<file path="config.mk">
export PLATFORM = sky130hd
export DESIGN_NAME = if_fetch_unit
export DESIGN_NICKNAME = d
export VERILOG_FILES = /design/src/rtl/if_fetch_unit.sv
export SDC_FILE = /design/constraint.sdc
export NUM_CORES = 1
export LEC_CHECK = 0
export BUFFER_PORTS_ARGS = -buffer_cell sky130_fd_sc_hd__buf_2
export CAP_MARGIN = 20
export CELL_PAD_IN_SITES_DETAIL_PLACEMENT = 0
export CELL_PAD_IN_SITES_GLOBAL_PLACEMENT = 2
export CORE_MARGIN = 8
export CORE_UTILIZATION = 32
export CTS_CLUSTER_SIZE = 28
export DETAILED_ROUTE_END_ITERATION = 7
export PLACE_DENSITY = 0.83
export REMOVE_ABC_BUFFERS = 1
export SKIP_LAST_GASP = 1
export SYNTH_ARGS = -nofsm -noshare
export SYNTH_HDL_FRONTEND = slang
export SYNTH_SLANG_ARGS = --single-unit
</file>
<file path="constraint.sdc">
create_clock -name clk_i -period 5.4 [get_ports clk_i]
set_input_delay 1.08 -clock clk_i [delete_from_list [all_inputs] [get_ports clk_i]]
set_output_delay 1.08 -clock clk_i [all_outputs]
set_load 0.1 [all_outputs]
</file>
<file path="src/rtl/if_fetch_unit.sv">
// Instruction fetch stage: owns the PC, fetches over a req/ack memory handshake
// and holds one fetched instruction for the IF/ID register.
module if_fetch_unit #(
  parameter logic [31:0] RESET_PC = 32'h0000_0000
) (
  input  logic        clk_i,
  input  logic        rst_i,
  input  logic        start_i,
  input  logic        stall_i,
  input  logic        branch_i,
  input  logic [31:0] branch_target_i,
  output logic        imem_req_o,
  output logic [31:0] imem_addr_o,
  input  logic        imem_ack_i,
  input  logic [31:0] imem_data_i,
  output logic [31:0] ins_o,
  output logic [31:0] pc_o,
  output logic        valid_o
);

  localparam int unsigned XLEN = 32;

  typedef enum logic [1:0] {
    IDLE = 2'd0,
    REQ  = 2'd1,
    FULL = 2'd2
  } state_t;

  state_t          state;
  logic [XLEN-1:0] pcQ;
  logic            drop;

  logic [XLEN-1:0] target;
  logic [XLEN-1:0] nextPc;

  // Word-aligned redirect target; the fetch PC chosen for any request issued this edge.
  assign target = branch_target_i & ~XLEN'(3);
  assign nextPc = branch_i ? target : pcQ;

  always_ff @(posedge clk_i) begin
    if (rst_i) begin
      state       <= IDLE;
      pcQ         <= RESET_PC & ~XLEN'(3);
      drop        <= 1'b0;
      imem_req_o  <= 1'b0;
      imem_addr_o <= '0;
      valid_o     <= 1'b0;
      ins_o       <= '0;
      pc_o        <= '0;
    end else begin
      case (state)
        IDLE: begin
          pcQ <= nextPc;
          if (start_i) begin
            state       <= REQ;
            imem_req_o  <= 1'b1;
            imem_addr_o <= nextPc;
          end
        end

        REQ: begin
          if (imem_ack_i) begin
            drop <= 1'b0;
            if (drop || branch_i) begin
              // Wrong-path response: throw it away and refetch from the current PC.
              pcQ <= nextPc;
              if (start_i) begin
                imem_addr_o <= nextPc;
              end else begin
                imem_req_o <= 1'b0;
                state      <= IDLE;
              end
            end else begin
              ins_o      <= imem_data_i;
              pc_o       <= imem_addr_o;
              valid_o    <= 1'b1;
              pcQ        <= imem_addr_o + XLEN'(4);
              imem_req_o <= 1'b0;
              state      <= FULL;
            end
          end else if (branch_i) begin
            // Request cannot be withdrawn; mark its eventual response as stale.
            drop <= 1'b1;
            pcQ  <= target;
          end
        end

        FULL: begin
          if (branch_i || !stall_i) begin
            valid_o <= 1'b0;
            ins_o   <= '0;
            pc_o    <= '0;
            pcQ     <= nextPc;
            if (start_i) begin
              state       <= REQ;
              imem_req_o  <= 1'b1;
              imem_addr_o <= nextPc;
            end else begin
              state <= IDLE;
            end
          end
        end

        default: begin
          state <= IDLE;
        end
      endcase
    end
  end

endmodule

</file>
==> impl_summary.log, run 1 <==
INFO  metric route.detailed.drc = 0
INFO  metric synth-async-reset-ratio = 0
INFO  metric antenna_violations_before_repair = 4
INFO  metric share_comb_of_total_power = 0.172
INFO  metric cellPowerDensity = 371 nW/um2
INFO  metric dieHeight = 149 um
INFO  metric vias = 5406
INFO  metric cp_max_fo = 78
INFO  metric tritoncts = done
INFO  metric static-leakage-power = 3.01 nW
INFO  metric die_x = 149 um
INFO  metric areaGrowthSynthToFinish = 27.6%
INFO  metric finalCritPeriodShare = 0.613
INFO  metric netlist_area = 5690 um2
INFO  metric pre_cts_ws = 1.49 ns
INFO  metric crit_required = 5.71 ns
INFO  metric synth_edf_count = 0
INFO  metric vias_in_the_first_global_route = 5596
INFO  metric layout.nets = 852
INFO  metric total_iterations_of_the_first_detailed_routing_run = 6
INFO  metric timing.hold.worst_path_depth = 2
INFO  metric critical_path.reg2reg.startpoint = state[0]
INFO  metric worst_slew_pin_slew = 0.889 ns
INFO  metric fmax = 302 MHz
INFO  metric clock_power_share = 0.423
INFO  metric clock_sinks = 133
INFO  metric starting_drc_count_in_detailed_routing = 297
INFO  metric synth-main-ff-cell = dfxtp_1
INFO  metric drt-total-wl = 18500 um
INFO  metric avg_inst_size_synth = 8.78 um2
INFO  metric num_io_pins = 168
INFO  metric run_status = complete, no violations
INFO  metric combined_area_of_the_multi_input_logic_cells = 2780 um2
INFO  metric finalMaxSlewViolations = 0
INFO  metric fp_rows = 48
INFO  metric yosys.area_share.simple = 0.167
INFO  metric skew = 0.00620 ns
INFO  metric rrSetupSlack = 2.63 ns
INFO  metric synth.largest_area_cell = dfxtp_1
INFO  metric critPathSlowestCell = buf_4
INFO  metric post_drt_wl_per_cell = 18.1 um
INFO  metric report.final.hold_viol_count = 0
INFO  metric postRouteAntennaNets = 0
INFO  metric core-area = 17400 um2
INFO  metric timing.slew.headroom = 0.407
INFO  metric switching_share = 0.310
INFO  metric root_cell_of_the_clock_tree = clkbuf_16
INFO  metric full_die_area = 22300 um2
INFO  metric synth_cell_types = 46
INFO  metric rsz0062_at_grt = no
INFO  metric synth_top_family_by_area = compound AO/OA/AOI/OAI gates
INFO  metric worst-r2r-cell-count = 7
INFO  metric timing.critical_path.to_type = flip-flop
INFO  metric starting_density = 0.328
INFO  metric synthMuxAreaShare = 0.0510
INFO  metric grt_first_pass_wirelength = 29500 um
INFO  metric post_synthesis_compound_gate_area_fraction = 0.239
INFO  metric worstReg2RegEnd = pcQ[22]
INFO  metric synth_largest_type_area_fraction = 0.468
INFO  metric synthAdderAreaFrac = 0.00220
INFO  metric power_switching = 0.000836 W
INFO  metric yosysWarnings = 0
INFO  metric grt_max_degree = 79
INFO  metric min_delay_worst_endpoint = pcQ[8]
INFO  metric fillers = 1739
INFO  metric clock_slew_at_reported_path_ffs = 0.06 ns
INFO  metric power.share.sequential = 0.405
INFO  metric cell_internal_pwr = 0.00186 W
INFO  metric critical_path.most_common_cell = buf_4
INFO  metric min_delay_path_class = flip-flop to flip-flop
INFO  metric max-clock-path-buffers = 2
INFO  metric placedInstanceArea = 6670 um2
INFO  metric cts_hold_buffers = 0
INFO  metric final_common_cell = buf_2
INFO  metric ir_worst_vdd = 0.226 mV
INFO  metric htree_levels = 4
INFO  metric synthTopCellsByArea = dfxtp_1 (47%), a22oi_1 (8.0%), nor2_1 (6.9%)
INFO  metric vias_per_cell = 5.29
INFO  metric syn_inst = 648
INFO  metric min-delay-start = pcQ[8]
INFO  metric post-route-cell-area = 7260 um2
INFO  metric port_buffers = 165
INFO  metric placed_wire_length_estimate = 12100 um
INFO  metric grt_util_all_layers = 0.167
INFO  metric clkLatencyLatePin = 0.42 ns
INFO  metric overflow = 0
INFO  metric postCtsSetupBuffers = 0
INFO  metric post_route_minimum_period = 3.31 ns
INFO  metric report.power.total = 0.00269 W
INFO  metric layout-drive-gt1-share = 0.267
INFO  metric layout_setup_ws = 2.09 ns
INFO  metric post_cts.resized_instances = 0
INFO  metric sequential_cell_area = 2660 um2
INFO  metric worst-endpoint-arrival = 3.62 ns
INFO  metric worst_path_largest_cell_delay = 0.75 ns
INFO  metric post_synth_xor_xnor_area = 0.0262
INFO  metric path_cells = buf_2 > nor4_4 > buf_4 > o21ai_1 > buf_4 > a32o_1 > o21a_1
INFO  metric synth-seq-area-share = 0.468
INFO  metric setup.worst_path.class = input port to flip-flop
INFO  metric total_clock_buffers_created_by_cts = 17
INFO  metric commonest_cells_after_routing_fill_and_taps_aside = buf_2 (164), dfxtp_1 (133), nor2_1 (105), a22oi_1 (61), nand2_1 (43)
INFO  metric timing.final.setup_violations = 0
INFO  metric start_kind = input port
INFO  metric cap_violations = 0
INFO  metric synth-seq-cells = 133
INFO  metric gp_routability_congestion = 0.746
==> how the worst max path moves through the flow <==
stage | from | to | slack, ns | depth (start not counted)
2_1_floorplan | imem_ack_i | ins_o[0] | -1.90 | 5
3_3_place_gp | branch_i | pcQ[22] | 1.54 | 6
3_5_place_dp | branch_i | pcQ[22] | 1.49 | 6
4_1_cts | branch_i | pcQ[22] | 1.95 | 6
5_1_grt | branch_i | pcQ[22] | 1.91 | 7
6_report | branch_i | pcQ[22] | 2.09 | 7
==> per-layer routing <==
metal,vias to the layer above,wire length [um],GRT usage
met2,176,8340,0.268
met4,4,228,0.0631
li1,2652,-,-
met5,-,23,0
met1,2551,8340,0.199
met3,23,1540,0.0658
==> Yosys cell counts (all sizes together), types with 8 or more instances <==
| library cell | count |
|---|---|
| dfxtp | 133 |
| nor2 | 105 |
| a22oi | 61 |
| clkbuf | 51 |
| nand2 | 43 |
| a211oi | 35 |
| a21oi | 35 |
| mux2i | 29 |
| nand3 | 14 |
| nor4 | 13 |
| nor3 | 12 |
| xnor2 | 12 |
| o21ai | 11 |
| o221ai | 10 |
| buf | 9 |
| a32oi | 8 |
| o211ai | 8 |
==> flip-flops by register name, summed over array words and instances (netlist names) <==
name,cells
drop,1
ins_o,32
valid_o,1
pcQ,32
imem_addr_o,32
pc_o,32
imem_req_o,1
state,2
==> worst max-delay path, delay by kind of cell <==
kind                   cells  cell delay (ns)
buffers and inverters      3             1.37
and+or+nand+nor            1             0.38
AOI/OAI and AO/OA          3             0.75
==> metrics by stage <==
stage	utilization	hold WS, ns	std cells	TNS [ns]
6_report	0.418	0.448	1022	0
5_1_grt	0.418	0.475	1019	0
4_1_cts	0.418	0.450	1018	0
3_5_place_dp	0.384	0.444	986	0
3_3_place_gp	0.382	0.436	985	0
2_1_floorplan	-	0.425	588	-128.47
==> area by class of cell <==
| type | count | area share |
|---|---|---|
| Clock inverter | 8 | 0.0136 |
| Multi-Input combinational cell | 447 | 0.383 |
| Tap cell | 225 | 0.0388 |
| Clock buffer | 24 | 0.0663 |
| Timing Repair Buffer | 174 | 0.126 |
| Antenna cell | 3 | 0.00103 |
| Sequential cell | 133 | 0.367 |
| Inverter | 8 | 0.00414 |
==> logic make-up (layout without fill, tap and decap cells) <==
| logic type | count (synthesis) | after routing |
|---|---|---|
| xor+xnor | 17 | 17 |
| fa+ha+maj | 1 | 1 |
| compound gates | 192 | 192 |
| simple gates | 208 | 208 |
| other cells | 0 | 3 |
| flops | 133 | 133 |
| mux | 29 | 29 |
| buf+inv | 68 | 214 |
==> power groups by stage <==
stage               sequential (W)  combinational, W  clock (W)
CTS                        0.00109          0.000466    0.00117
global placement           0.00111          0.000457          0
finish                     0.00109          0.000464    0.00114
global route               0.00110          0.000493    0.00122
floorplan                  0.00131          0.000131          0
detailed placement         0.00111          0.000466          0
Note: power is estimated with default switching activity, not from simulation.
==> inputs of run 2 (changes only) <==
Settings changed: CORE_UTILIZATION 32 to 30, PLACE_DENSITY 0.83 to 0.79.
Clock period 5.4 ns to 3.45 ns, I/O delays scaled along.
==> impl_summary.log, run 2 (synthesis gave the netlist of run 1 again) <==
INFO  metric run_status = complete, no violations
INFO  metric crit_required = 3.73 ns
INFO  metric max-clock-path-buffers = 2
INFO  metric report.power.total = 0.00429 W
INFO  metric die_x = 154 um
INFO  metric start_kind = flip-flop
INFO  metric sum_neg_setup_slack = 0 ns
INFO  metric whs = 0.450 ns
INFO  metric setup.worst_path.class = flip-flop to flip-flop
INFO  metric timing.final.setup_violations = 0
INFO  metric postRouteAntennaNets = 0
INFO  metric root_cell_of_the_clock_tree = clkbuf_16
INFO  metric port_buffers = 165
INFO  metric num_io_pins = 168
INFO  metric layout_setup_ws = 0.966 ns
INFO  metric post-route-util = 0.393
INFO  metric grt_first_pass_wirelength = 29800 um
INFO  metric core-area = 18600 um2
INFO  metric finalCritPeriodShare = 0.720
INFO  metric vias_in_the_first_global_route = 5506
INFO  metric grt_max_degree = 126
INFO  metric fp_rows = 50
INFO  metric fillers = 1919
INFO  metric post_drt_wl_per_cell = 17.8 um
INFO  metric clock_slew_at_reported_path_ffs = 0.06 ns
INFO  metric timing.slew.headroom = 0.265
INFO  metric path_cells = nand3_2 > or4_1 > nor4_1 > xnor2_1 > a21oi_1
INFO  metric dieHeight = 154 um
INFO  metric commonest_cells_after_routing_fill_and_taps_aside = buf_2 (164), dfxtp_1 (133), nor2_1 (105), a22oi_1 (61), nand2_1 (43)
INFO  metric placed_wire_length_estimate = 12000 um
INFO  metric worst_slew_pin_slew = 1.09 ns
INFO  metric total_iterations_of_the_first_detailed_routing_run = 6
INFO  metric insertedDiodeCount = 0
INFO  metric vias_per_cell = 5.25
INFO  metric report.final.hold_viol_count = 0
INFO  metric ir_worst_vdd = 0.334 mV
INFO  metric layout.nets = 857
INFO  metric route.detailed.drc = 0
INFO  metric cap_violations = 0
INFO  metric pre_cts_ws = 0.647 ns
INFO  metric clock_sinks = 133
INFO  metric cp_max_fo = 15
INFO  metric worst_path_largest_cell_delay = 0.91 ns
INFO  metric starting_drc_count_in_detailed_routing = 282
INFO  metric finalMaxSlewViolations = 0
INFO  metric static-leakage-power = 3.04 nW
INFO  metric cts_hold_buffers = 0
INFO  metric htree_levels = 4
INFO  metric tritoncts = done
INFO  metric min_delay_path_class = flip-flop to flip-flop
INFO  metric critPathSlowestCell = or4_1
INFO  metric clkLatencyLatePin = 0.41 ns
INFO  metric postCtsSetupBuffers = 0
INFO  metric skew = 0.00994 ns
INFO  metric crit_buf_inv = 0
INFO  metric rsz0062_at_grt = no
INFO  metric antenna_violations_before_repair = 2
INFO  metric cp_top_delay_family = simple AND/OR/NAND/NOR gates
INFO  metric full_die_area = 23600 um2
INFO  metric vias = 5428
INFO  metric cellPowerDensity = 584 nW/um2
INFO  metric gp_routability_congestion = 0.783
INFO  metric areaGrowthSynthToFinish = 28.9%
INFO  metric grt_util_all_layers = 0.155
INFO  metric post_route_minimum_period = 2.48 ns
INFO  metric drt-total-wl = 18400 um
INFO  metric fmax = 403 MHz
INFO  metric overflow = 0
INFO  metric final_common_cell = buf_2
INFO  metric timing.critical_path.to_type = flip-flop
INFO  metric total_clock_buffers_created_by_cts = 17
INFO  metric post_cts.resized_instances = 0
INFO  metric starting_density = 0.305
INFO  metric layout-drive-gt1-share = 0.270
INFO  metric worst-endpoint-arrival = 2.76 ns
## run 2: cell count changes in the layout (fill, tap and decap cells not counted)
cell       previous run  this run
clkinv_2              3         2
bufinv_16             2         3
clkbuf_1              4         5
diode_2               3         0
buf_16                1         0
clkbuf_8              3         2
buf_4                 9        12
buf_12                0         3
## run 2: through the flow
step,std cells,cell area [um2]
CTS,1033,7340
global route,1033,7340
finish,1033,7340
global placement,1001,6740
floorplan,588,5450
detailed placement,1001,6740
## run 2: final timing paths
kind                            depth (start not counted)  slack, ns            from  endpoint
worst max-delay path                                    5       0.97  imem_addr_o[4]   pcQ[27]
worst min-delay path                                    2       0.45          pcQ[9]    pcQ[9]
worst max register to register                          5       0.97  imem_addr_o[4]   pcQ[27]
worst min register to register                          2       0.45          pcQ[9]    pcQ[9]
## run 2: final cells by class
cell class / count / area (um2) / area share
clock inverter: 8 / 124 / 0.0169
tap: 234 / 293 / 0.0399
multi-input combinational: 447 / 2780 / 0.379
inverter: 8 / 30.0 / 0.00409
timing repair buffer: 179 / 971 / 0.132
sequential: 133 / 2660 / 0.363
clock buffer: 24 / 472 / 0.0643
## run 2: layer usage
metal	vias up	GRT usage	part of all wire
met5	-	0	0.0011
met4	4	0.0383	0.0084
met3	18	0.0552	0.072
met2	156	0.248	0.45
met1	2599	0.196	0.47
li1	2651	-	-
## run 2: worst register-to-register path: cells and delay by family (launching register included)
| kind | cells | cell delay, ns |
|---|---|---|
| simple gates | 3 | 1.63 |
| flops | 1 | 0.47 |
| xor+xnor | 1 | 0.17 |
| compound gates | 1 | 0.08 |
## run 2: where the power goes
group | switching, W | total (W) | internal [W]
clock network | 0.000675 | 0.00185 | 0.00118
logic | 0.000554 | 0.000736 | 0.000181
registers | 0.0000883 | 0.00170 | 0.00161
total | 0.00132 | 0.00429 | 0.00297
==> inputs of run 3 (changes only) <==
Clock period 3.45 ns to 2.5 ns, I/O delays scaled along.
==> impl_summary.log, run 3 (synthesis gave the netlist of run 1 again) <==
INFO  metric cts_hold_buffers = 0
INFO  metric sequential_cell_area = 2660 um2
INFO  metric cap_violations = 0
INFO  metric starting_drc_count_in_detailed_routing = 347
INFO  metric start_kind = flip-flop
INFO  metric areaGrowthSynthToFinish = 31.5%
INFO  metric port_buffers = 165
INFO  metric clkLatencyLatePin = 0.42 ns
INFO  metric postRouteAntennaNets = 0
INFO  metric timing.critical_path.to_type = flip-flop
INFO  metric overflow = 0
INFO  metric post_route_minimum_period = 2.28 ns
INFO  metric crit_path_end = pcQ[22]
INFO  metric vias_per_cell = 5.22
INFO  metric root_cell_of_the_clock_tree = clkbuf_16
INFO  metric setup.worst_path.class = flip-flop to flip-flop
INFO  metric rsz0062_at_grt = no
INFO  metric min-delay-start = imem_data_i[2]
INFO  metric skew = 0.00704 ns
INFO  metric fmax = 438 MHz
INFO  metric ir_worst_vdd = 0.500 mV
INFO  metric report.final.hold_viol_count = 0
INFO  metric worst-r2r-cell-count = 6
INFO  metric crit_start = imem_addr_o[3]
INFO  metric finalCritPeriodShare = 0.914
INFO  metric vias_in_the_first_global_route = 5479
INFO  metric clock_sinks = 133
INFO  metric postCtsSetupBuffers = 0
INFO  metric layout.nets = 877
INFO  metric cp_max_fo = 12
INFO  metric worst_slew_pin_slew = 0.918 ns
INFO  metric core-area = 18600 um2
INFO  metric num_io_pins = 168
INFO  metric total_clock_buffers_created_by_cts = 17
INFO  metric dieHeight = 154 um
INFO  metric insertedDiodeCount = 0
INFO  metric grt_util_all_layers = 0.159
INFO  metric fp_rows = 50
INFO  metric placed_wire_length_estimate = 12600 um
INFO  metric grt_max_degree = 126
INFO  metric die_x = 154 um
INFO  metric drt-total-wl = 18900 um
INFO  metric crit_required = 2.86 ns
INFO  metric rrSetupSlack = 0.22 ns
INFO  metric total_iterations_of_the_first_detailed_routing_run = 5
INFO  metric layout-drive-gt1-share = 0.291
INFO  metric min_delay_path_class = input port to flip-flop
INFO  metric max-clock-path-buffers = 2
INFO  metric gp_routability_congestion = 0.776
INFO  metric starting_density = 0.305
INFO  metric full_die_area = 23600 um2
INFO  metric critical_path.reg2reg.startpoint = imem_addr_o[3]
INFO  metric cellPowerDensity = 782 nW/um2
INFO  metric static-leakage-power = 3.14 nW
INFO  metric worstReg2RegEnd = pcQ[22]
INFO  metric run_status = complete, no violations
INFO  metric timing.slew.headroom = 0.384
INFO  metric sum_neg_setup_slack = 0 ns
INFO  metric combined_area_of_the_multi_input_logic_cells = 2780 um2
INFO  metric layout.cells.non_filler = 1051
INFO  metric post_drt_wl_per_cell = 18.0 um
INFO  metric vias = 5484
INFO  metric route.detailed.drc = 0
INFO  metric worst-endpoint-arrival = 2.65 ns
INFO  metric grt_first_pass_wirelength = 29800 um
INFO  metric final_common_cell = buf_2
INFO  metric antenna_violations_before_repair = 2
INFO  metric commonest_cells_after_routing_fill_and_taps_aside = buf_2 (164), dfxtp_1 (133), nor2_1 (105), a22oi_1 (61), nand2_1 (43)
INFO  metric post_cts.resized_instances = 0
INFO  metric timing.final.setup_violations = 0
INFO  metric fillers = 1909
INFO  metric finalMaxSlewViolations = 0
INFO  metric htree_levels = 4
INFO  metric tritoncts = done
INFO  metric place_inst = 1021
INFO  metric clock_slew_at_reported_path_ffs = 0.06 ns
[run 3: critical path: stages, from the launching register on]
cell     delay (ns)
dfxtp_1        0.44
ha_1           0.26
nand2_1        0.10
or4_4          0.60
or4_1          0.53
a21oi_1        0.17
o21a_1         0.12
[run 3: worst min-delay path by stage]
stage                            to  depth (start not counted)
after detailed placement     pcQ[8]                          2
final                      ins_o[2]                          3
after global routing      ins_o[27]                          3
after global placement       pcQ[8]                          2
after CTS                  ins_o[4]                          3
after floorplan             pcQ[10]                          2
[run 3: area by class of cell]
| cell class | count | area share |
|---|---|---|
| multi-input cells | 447 | 0.372 |
| flip-flops and latches | 133 | 0.356 |
| repair buffers | 199 | 0.153 |
| clock buffers | 20 | 0.0611 |
| well taps | 234 | 0.0391 |
| clock inverters | 10 | 0.0144 |
| inverters | 8 | 0.00401 |
[run 3: per-layer routing]
metal	routed length [um]	track usage	vias up
met2	8590	0.252	186
met3	1270	0.0530	33
met5	23	0	-
met1	8650	0.195	2572
met4	405	0.0653	4
li1	-	-	2689
[run 3: metrics by stage]
stage | hold WS (ns) | utilization | instance area, um2 | total power (W) | setup slack (ns)
4_1_cts | 0.307 | 0.401 | 7480 | 0.00592 | 0.201
6_report | 0.329 | 0.401 | 7480 | 0.00585 | 0.216
2_1_floorplan | 0.425 | - | 5450 | 0.00310 | -4.22
3_3_place_gp | 0.437 | 0.371 | 6920 | 0.00344 | 0.226
3_5_place_dp | 0.444 | 0.371 | 6920 | 0.00346 | 0.194
5_1_grt | 0.318 | 0.401 | 7480 | 0.00608 | 0.0822
[run 3: power by group]
group	internal (W)	leakage (nW)	switching (W)
Combinational	0.000284	1.78	0.000809
Sequential	0.00223	1.09	0.0000894
Clock	0.00150	0.273	0.000944
